--- src/rtl/sdram_inport_arbiter.sv ---
`default_nettype none
// ============================================================================
// Module   : sdram_inport_arbiter
// Purpose  : Shares the single-word request inport of the SDRAM AXI core
//            between two independent requesters. Grants are issued
//            round-robin through a small grant FSM. The owner of every
//            accepted request is recorded in an ordering FIFO so that the
//            core's in-order acks, errors and read data are steered back to
//            the requester that issued the request.
// Ports    : clk_i / rst_i                - clock, synchronous active-high reset
//            req{0,1}_*_i                 - request fields from each requester
//            req{0,1}_accept/ack/error_o  - per-requester handshake/response
//            req{0,1}_read_data_o         - read data, valid with ack
//            inport_*_o                   - muxed request towards the core
//            inport_accept/ack/error_i,
//            inport_read_data_i           - core handshake and response
//            spurious_ack_o               - sticky: ack seen with FIFO empty
// Revision : 1.0 - initial release
// ============================================================================
module sdram_inport_arbiter #(
    parameter int FIFO_DEPTH = 4
) (
    input  logic        clk_i,
    input  logic        rst_i,

    input  logic [3:0]  req0_wr_i,
    input  logic        req0_rd_i,
    input  logic [7:0]  req0_len_i,
    input  logic [31:0] req0_addr_i,
    input  logic [31:0] req0_write_data_i,
    output logic        req0_accept_o,
    output logic        req0_ack_o,
    output logic        req0_error_o,
    output logic [31:0] req0_read_data_o,

    input  logic [3:0]  req1_wr_i,
    input  logic        req1_rd_i,
    input  logic [7:0]  req1_len_i,
    input  logic [31:0] req1_addr_i,
    input  logic [31:0] req1_write_data_i,
    output logic        req1_accept_o,
    output logic        req1_ack_o,
    output logic        req1_error_o,
    output logic [31:0] req1_read_data_o,

    output logic [3:0]  inport_wr_o,
    output logic        inport_rd_o,
    output logic [7:0]  inport_len_o,
    output logic [31:0] inport_addr_o,
    output logic [31:0] inport_write_data_o,
    input  logic        inport_accept_i,
    input  logic        inport_ack_i,
    input  logic        inport_error_i,
    input  logic [31:0] inport_read_data_i,

    output logic        spurious_ack_o
);

    localparam int              PTR_W      = $clog2(FIFO_DEPTH);
    localparam logic [PTR_W:0]  FULL_COUNT = (PTR_W + 1)'(FIFO_DEPTH);

    typedef enum logic [1:0] {
        IDLE   = 2'd0,
        GRANT0 = 2'd1,
        GRANT1 = 2'd2
    } state_t;

    state_t            state;
    state_t            state_next;
    logic              prio;
    logic              prio_next;

    logic              req0_valid;
    logic              req1_valid;

    logic              push;
    logic              push_id;
    logic              pop;
    logic              head;
    logic              fifo_full;
    logic              fifo_empty;

    logic              owner_mem [FIFO_DEPTH];
    logic [PTR_W-1:0]  wr_ptr;
    logic [PTR_W-1:0]  rd_ptr;
    logic [PTR_W:0]    count;
    logic              spurious;

    assign req0_valid = (|req0_wr_i) | req0_rd_i;
    assign req1_valid = (|req1_wr_i) | req1_rd_i;

    assign fifo_full  = (count == FULL_COUNT);
    assign fifo_empty = (count == '0);
    assign head       = owner_mem[rd_ptr];

    // ------------------------------------------------------------------
    // Grant FSM
    // ------------------------------------------------------------------
    always_ff @(posedge clk_i) begin
        if (rst_i) begin
            state <= IDLE;
            prio  <= 1'b0;
        end else begin
            state <= state_next;
            prio  <= prio_next;
        end
    end

    always_comb begin
        state_next = state;
        prio_next  = prio;
        push       = 1'b0;
        push_id    = 1'b0;
        case (state)
            IDLE: begin
                // A full FIFO blocks new grants; an ack popping in this
                // same cycle only frees the slot for the next decision.
                if (!fifo_full) begin
                    if (req0_valid && req1_valid) begin
                        state_next = prio ? GRANT1 : GRANT0;
                    end else if (req0_valid) begin
                        state_next = GRANT0;
                    end else if (req1_valid) begin
                        state_next = GRANT1;
                    end
                end
            end
            GRANT0: begin
                if (inport_accept_i) begin
                    push       = 1'b1;
                    push_id    = 1'b0;
                    prio_next  = 1'b1;
                    state_next = IDLE;
                end else if (!req0_valid) begin
                    // Requester withdrew before acceptance: drop the grant.
                    state_next = IDLE;
                end
            end
            GRANT1: begin
                if (inport_accept_i) begin
                    push       = 1'b1;
                    push_id    = 1'b1;
                    prio_next  = 1'b0;
                    state_next = IDLE;
                end else if (!req1_valid) begin
                    state_next = IDLE;
                end
            end
            default: begin
                state_next = IDLE;
            end
        endcase
    end

    // ------------------------------------------------------------------
    // Request mux towards the core. Fields are forced to zero when no
    // grant is active so the inport is quiet outside a grant.
    // ------------------------------------------------------------------
    always_comb begin
        inport_wr_o         = 4'd0;
        inport_rd_o         = 1'b0;
        inport_len_o        = 8'd0;
        inport_addr_o       = 32'd0;
        inport_write_data_o = 32'd0;
        if (!rst_i) begin
            case (state)
                GRANT0: begin
                    inport_wr_o         = req0_wr_i;
                    inport_rd_o         = req0_rd_i;
                    inport_len_o        = req0_len_i;
                    inport_addr_o       = req0_addr_i;
                    inport_write_data_o = req0_write_data_i;
                end
                GRANT1: begin
                    inport_wr_o         = req1_wr_i;
                    inport_rd_o         = req1_rd_i;
                    inport_len_o        = req1_len_i;
                    inport_addr_o       = req1_addr_i;
                    inport_write_data_o = req1_write_data_i;
                end
                default: begin
                end
            endcase
        end
    end

    assign req0_accept_o = ~rst_i & (state == GRANT0) & inport_accept_i;
    assign req1_accept_o = ~rst_i & (state == GRANT1) & inport_accept_i;

    // ------------------------------------------------------------------
    // Ordering FIFO of 1-bit owner IDs
    // ------------------------------------------------------------------
    assign pop = inport_ack_i & ~fifo_empty & ~rst_i;

    always_ff @(posedge clk_i) begin
        if (push && !rst_i) begin
            owner_mem[wr_ptr] <= push_id;
        end
    end

    always_ff @(posedge clk_i) begin
        if (rst_i) begin
            wr_ptr <= '0;
            rd_ptr <= '0;
            count  <= '0;
        end else begin
            if (push) begin
                wr_ptr <= wr_ptr + 1'b1;
            end
            if (pop) begin
                rd_ptr <= rd_ptr + 1'b1;
            end
            case ({push, pop})
                2'b10:   count <= count + 1'b1;
                2'b01:   count <= count - 1'b1;
                default: count <= count;
            endcase
        end
    end

    // ------------------------------------------------------------------
    // Response routing: the head of the FIFO owns the current ack.
    // ------------------------------------------------------------------
    assign req0_ack_o       = pop & ~head;
    assign req1_ack_o       = pop &  head;
    assign req0_error_o     = req0_ack_o & inport_error_i;
    assign req1_error_o     = req1_ack_o & inport_error_i;
    assign req0_read_data_o = {32{req0_ack_o}} & inport_read_data_i;
    assign req1_read_data_o = {32{req1_ack_o}} & inport_read_data_i;

    always_ff @(posedge clk_i) begin
        if (rst_i) begin
            spurious <= 1'b0;
        end else if (inport_ack_i && fifo_empty) begin
            spurious <= 1'b1;
        end
    end

    assign spurious_ack_o = spurious & ~rst_i;

endmodule
`default_nettype wire

--- config.mk ---
export PLATFORM = sky130hd
export DESIGN_NAME = sdram_inport_arbiter
export DESIGN_NICKNAME = d
export VERILOG_FILES = /design/src/rtl/sdram_inport_arbiter.sv
export SDC_FILE = /design/constraint.sdc
export NUM_CORES = 1
export LEC_CHECK = 0
export CAP_MARGIN = 10
export CORE_AREA = 2 2 132 134
export DETAILED_ROUTE_END_ITERATION = 12
export DIE_AREA = 0 0 134 136
export HOLD_SLACK_MARGIN = 0.02
export PLACE_DENSITY_LB_ADDON = 0.1
export SETUP_SLACK_MARGIN = 0.15
export SYNTH_ARGS = -nofsm -noshare
export SYNTH_HDL_FRONTEND = slang
export SYNTH_SLANG_ARGS = --single-unit
--- constraint.sdc ---
create_clock -name clk_i -period 3.5 [get_ports clk_i]
set_clock_uncertainty 0.05 [all_clocks]
set_input_delay 0.35 -clock clk_i [delete_from_list [all_inputs] [get_ports clk_i]]
set_output_delay 0.35 -clock clk_i [all_outputs]
set_load 0.005 [all_outputs]
==> results.md <==
* Run status: complete, no violations
* Cts bufs inserted at 3
* Setup slack, reg-to-reg at between 900 and 1000 ps
* Setup Fix Bufs, Post-CTS at 0
* Dpl hpwl at around 12000 um
* Avg Cell Area, Syn at 6.57 um2
* Synthesis-stage register bit count at 17
* Crit path DAT at 2550 ps
* Vias at 3833
* Max-slew headroom at 63.3%
* Worst EP required at 3100 ps
* Height of the die at 136 um
* IO buf count at 338
* CTS tree: done
* Worst Reg-to-Reg Cells at 10
* Area share of the largest cell type after synthesis at 24.8%
* Core footprint at 16900 um2
* Resized Gates After CTS at 0
* Post-DR vias/cell at 4.30
* Hold Crit Class: flop to flop
* M1 WL at 5250 um
* Max Slew Vio Count at 0
* LEAKAGE at 2.17 nW
* Clk sinks at 17
* Largest net degree at the start of global routing at 80
* Crit path cell chain: mux4_2 -> nor3_2 -> buf_4 -> and2_1 -> clkdlybuf4s50_1
* Met2 WL at 7580 um
* Reg-to-reg critical path endpoint: count[2]
* CTS HTree Levels at 1
* Non-Filler Instances at 891
* Clock insertion delay at the later pin of the skew report at 250 ps
* Synthesized Nets at roughly 560
* EDFF count, synth at 4
* Startpoint types: flop
* RePlAce Congestion at between 0.7 and 0.8
* Worst path slowest cell: mux4_2
* First-pass GRT wire length at 20600 um
* Cells after synthesis at roughly 360
* Longest Clk Path Bufs at 2
* Worst hold path depth at 2
* # fillers at 1748
* Met3 wire len at 1410 um
* Slew @ Worst Pin at 550 ps
* Post-route antenna net violation count at 0
* Nets at between 800 and 900
* Initial antenna violation count at 2
* Crit-path max FO at 35
* RSZ-0062 raised after global routing: false
* Post-CTS Hold Fix Bufs at 0
* Initial Util at 13.8%
* Max-cap viol count at 0
* Commonest cells post-synth: 92 x nor2_1, 77 x a22oi_1, 37 x and3_1
* Distinct cells, synth at 31
* Period utilisation layout at 84.4%
* PD cells at 259 nW/um2
* Final global-route overflow total at 0
* # setup viols final at 0
* Fin crit period at 2950 ps
* Vias in the first global route at approximately 3800
* Max layer used: met4
* Main synth FF type: dfxtp_1
* Io pins at 339
* Count leader, synth: nor2_1
* # rows at 48
* Area leader, netlist: a22oi_1
* Largest cells by area after synthesis: a22oi_1 25%, nor2_1 15%, dfxtp_1 11%
* Initial DRC count at 121
* Die width at 134 um
* Post-synth ARST share at 0%
* Yosys warning count at 0
* Crit path largest cell delay at around 760 ps
* Maximum vdd drop at 0.169 mV
* FF-to-FF Start: count[0]
* Worst Hold Slack at 426 ps
* Clock slew at reported path FFs at 50 ps
* Setup TNS Final at 0 ps
* Placed cell count at 885
* Drt first pass iters at 6
* CP Class: flop to primary output
* Remaining DRCs at 0
* WL/cell at 16.1 um
* Achievable Freq at 339 MHz
* P&R area growth vs syn at 158%
* Layout cell share with drive strength beyond 1 at roughly 2.7%
* Seq/Total Area, Yosys at 16.3%
* Root Buffer: clkbuf_16
* Worst Setup EP: req0_read_data_o[30]
* Total wire length after detailed routing at 14300 um
* Critical Path Start: owner_mem[3]
* Die ar. at 18200 um2
* Mapped Area at 2330 um2
* Final Hold Viols at 0
* Total GRT Usage at 14.2%
* Setup crit end kind: primary output
-- logic make-up (layout without fill, tap and decap cells) --
logic type | count (synthesis) | in the layout | share of synthesized area (%)
adder cells (fa/ha/maj) | 9 | 9 | 5.15
AO/OA/AOI/OAI | 91 | 91 | 28.9
multiplexers | 1 | 1 | 0.966
flip-flops | 17 | 17 | 16.3
other | 0 | 2 | 0
XOR/XNOR | 5 | 5 | 1.88
AND/OR/NAND/NOR | 184 | 184 | 39.0
buffers and inverters | 48 | 357 | 7.78
-- placed cells by master (no fill, tap or decap), types with 2 or more instances in the layout --
cell,instances
nand2_1,6
edfxtp_1,4
buf_4,3
o21ai_0,2
ha_1,6
dfxtp_1,13
and3_1,37
xor2_1,3
ha_2,2
a22oi_1,77
nor3_1,3
nor2b_1,5
inv_1,9
clkdlybuf4s50_1,338
buf_12,3
nor2_1,92
a21oi_1,6
diode_2,2
xnor2_1,2
clkbuf_16,3
and2_1,35
-- final cells by class --
type	instances	area (um2)	area share, %
antenna	2	5.00	0.0831
clock buffer	3	75.1	1.25
clock inverter	1	5.00	0.0831
inverter	9	33.8	0.561
multi-input combinational	290	1780	29.5
sequential	17	380	6.31
tap	225	282	4.67
timing repair buffer	344	3470	57.5
-- how the worst min path moves through the flow --
stage              from        to  slack, ps
3_5_place_dp   spurious  spurious        430
5_1_grt        spurious  spurious        470
4_1_cts        spurious  spurious        440
3_3_place_gp   spurious  spurious        420
2_1_floorplan  spurious  spurious        380
6_report       spurious  spurious        430
-- per-layer routing --
metal	GRT usage (%)	vias to the layer above
met4	2.25	0
met5	0	-
met2	27.1	192
met3	4.85	5
li1	-	1874
met1	15.3	1762
-- report_power, final --
| part | switching [mW] | leakage, nW | total, mW | internal (mW) |
|---|---|---|---|---|
| registers | 0.0216 | 0.147 | 0.254 | 0.232 |
| logic | 0.507 | 1.98 | 1.08 | 0.568 |
| clock network | 0.0787 | 0.0409 | 0.232 | 0.153 |
| total | 0.608 | 2.17 | 1.56 | 0.954 |
-- stage by stage --
step	worst slack (ps)	instance area [um2]	power [mW]	utilization (%)
floorplan	1090	2330	0.768	-
global placement	655	5940	1.33	35.2
detailed placement	661	5940	1.34	35.2
CTS	518	6020	1.58	35.7
global route	398	6020	1.68	35.7
finish	546	6020	1.56	35.7
-- worst max-delay path, delay by kind of cell, from the launching register on --
family | cells | cell delay, ps
buf+inv | 2 | 820
mux | 1 | 760
flops | 1 | 360
simple gates | 2 | 340
Power figures use the tool's default switching activity.
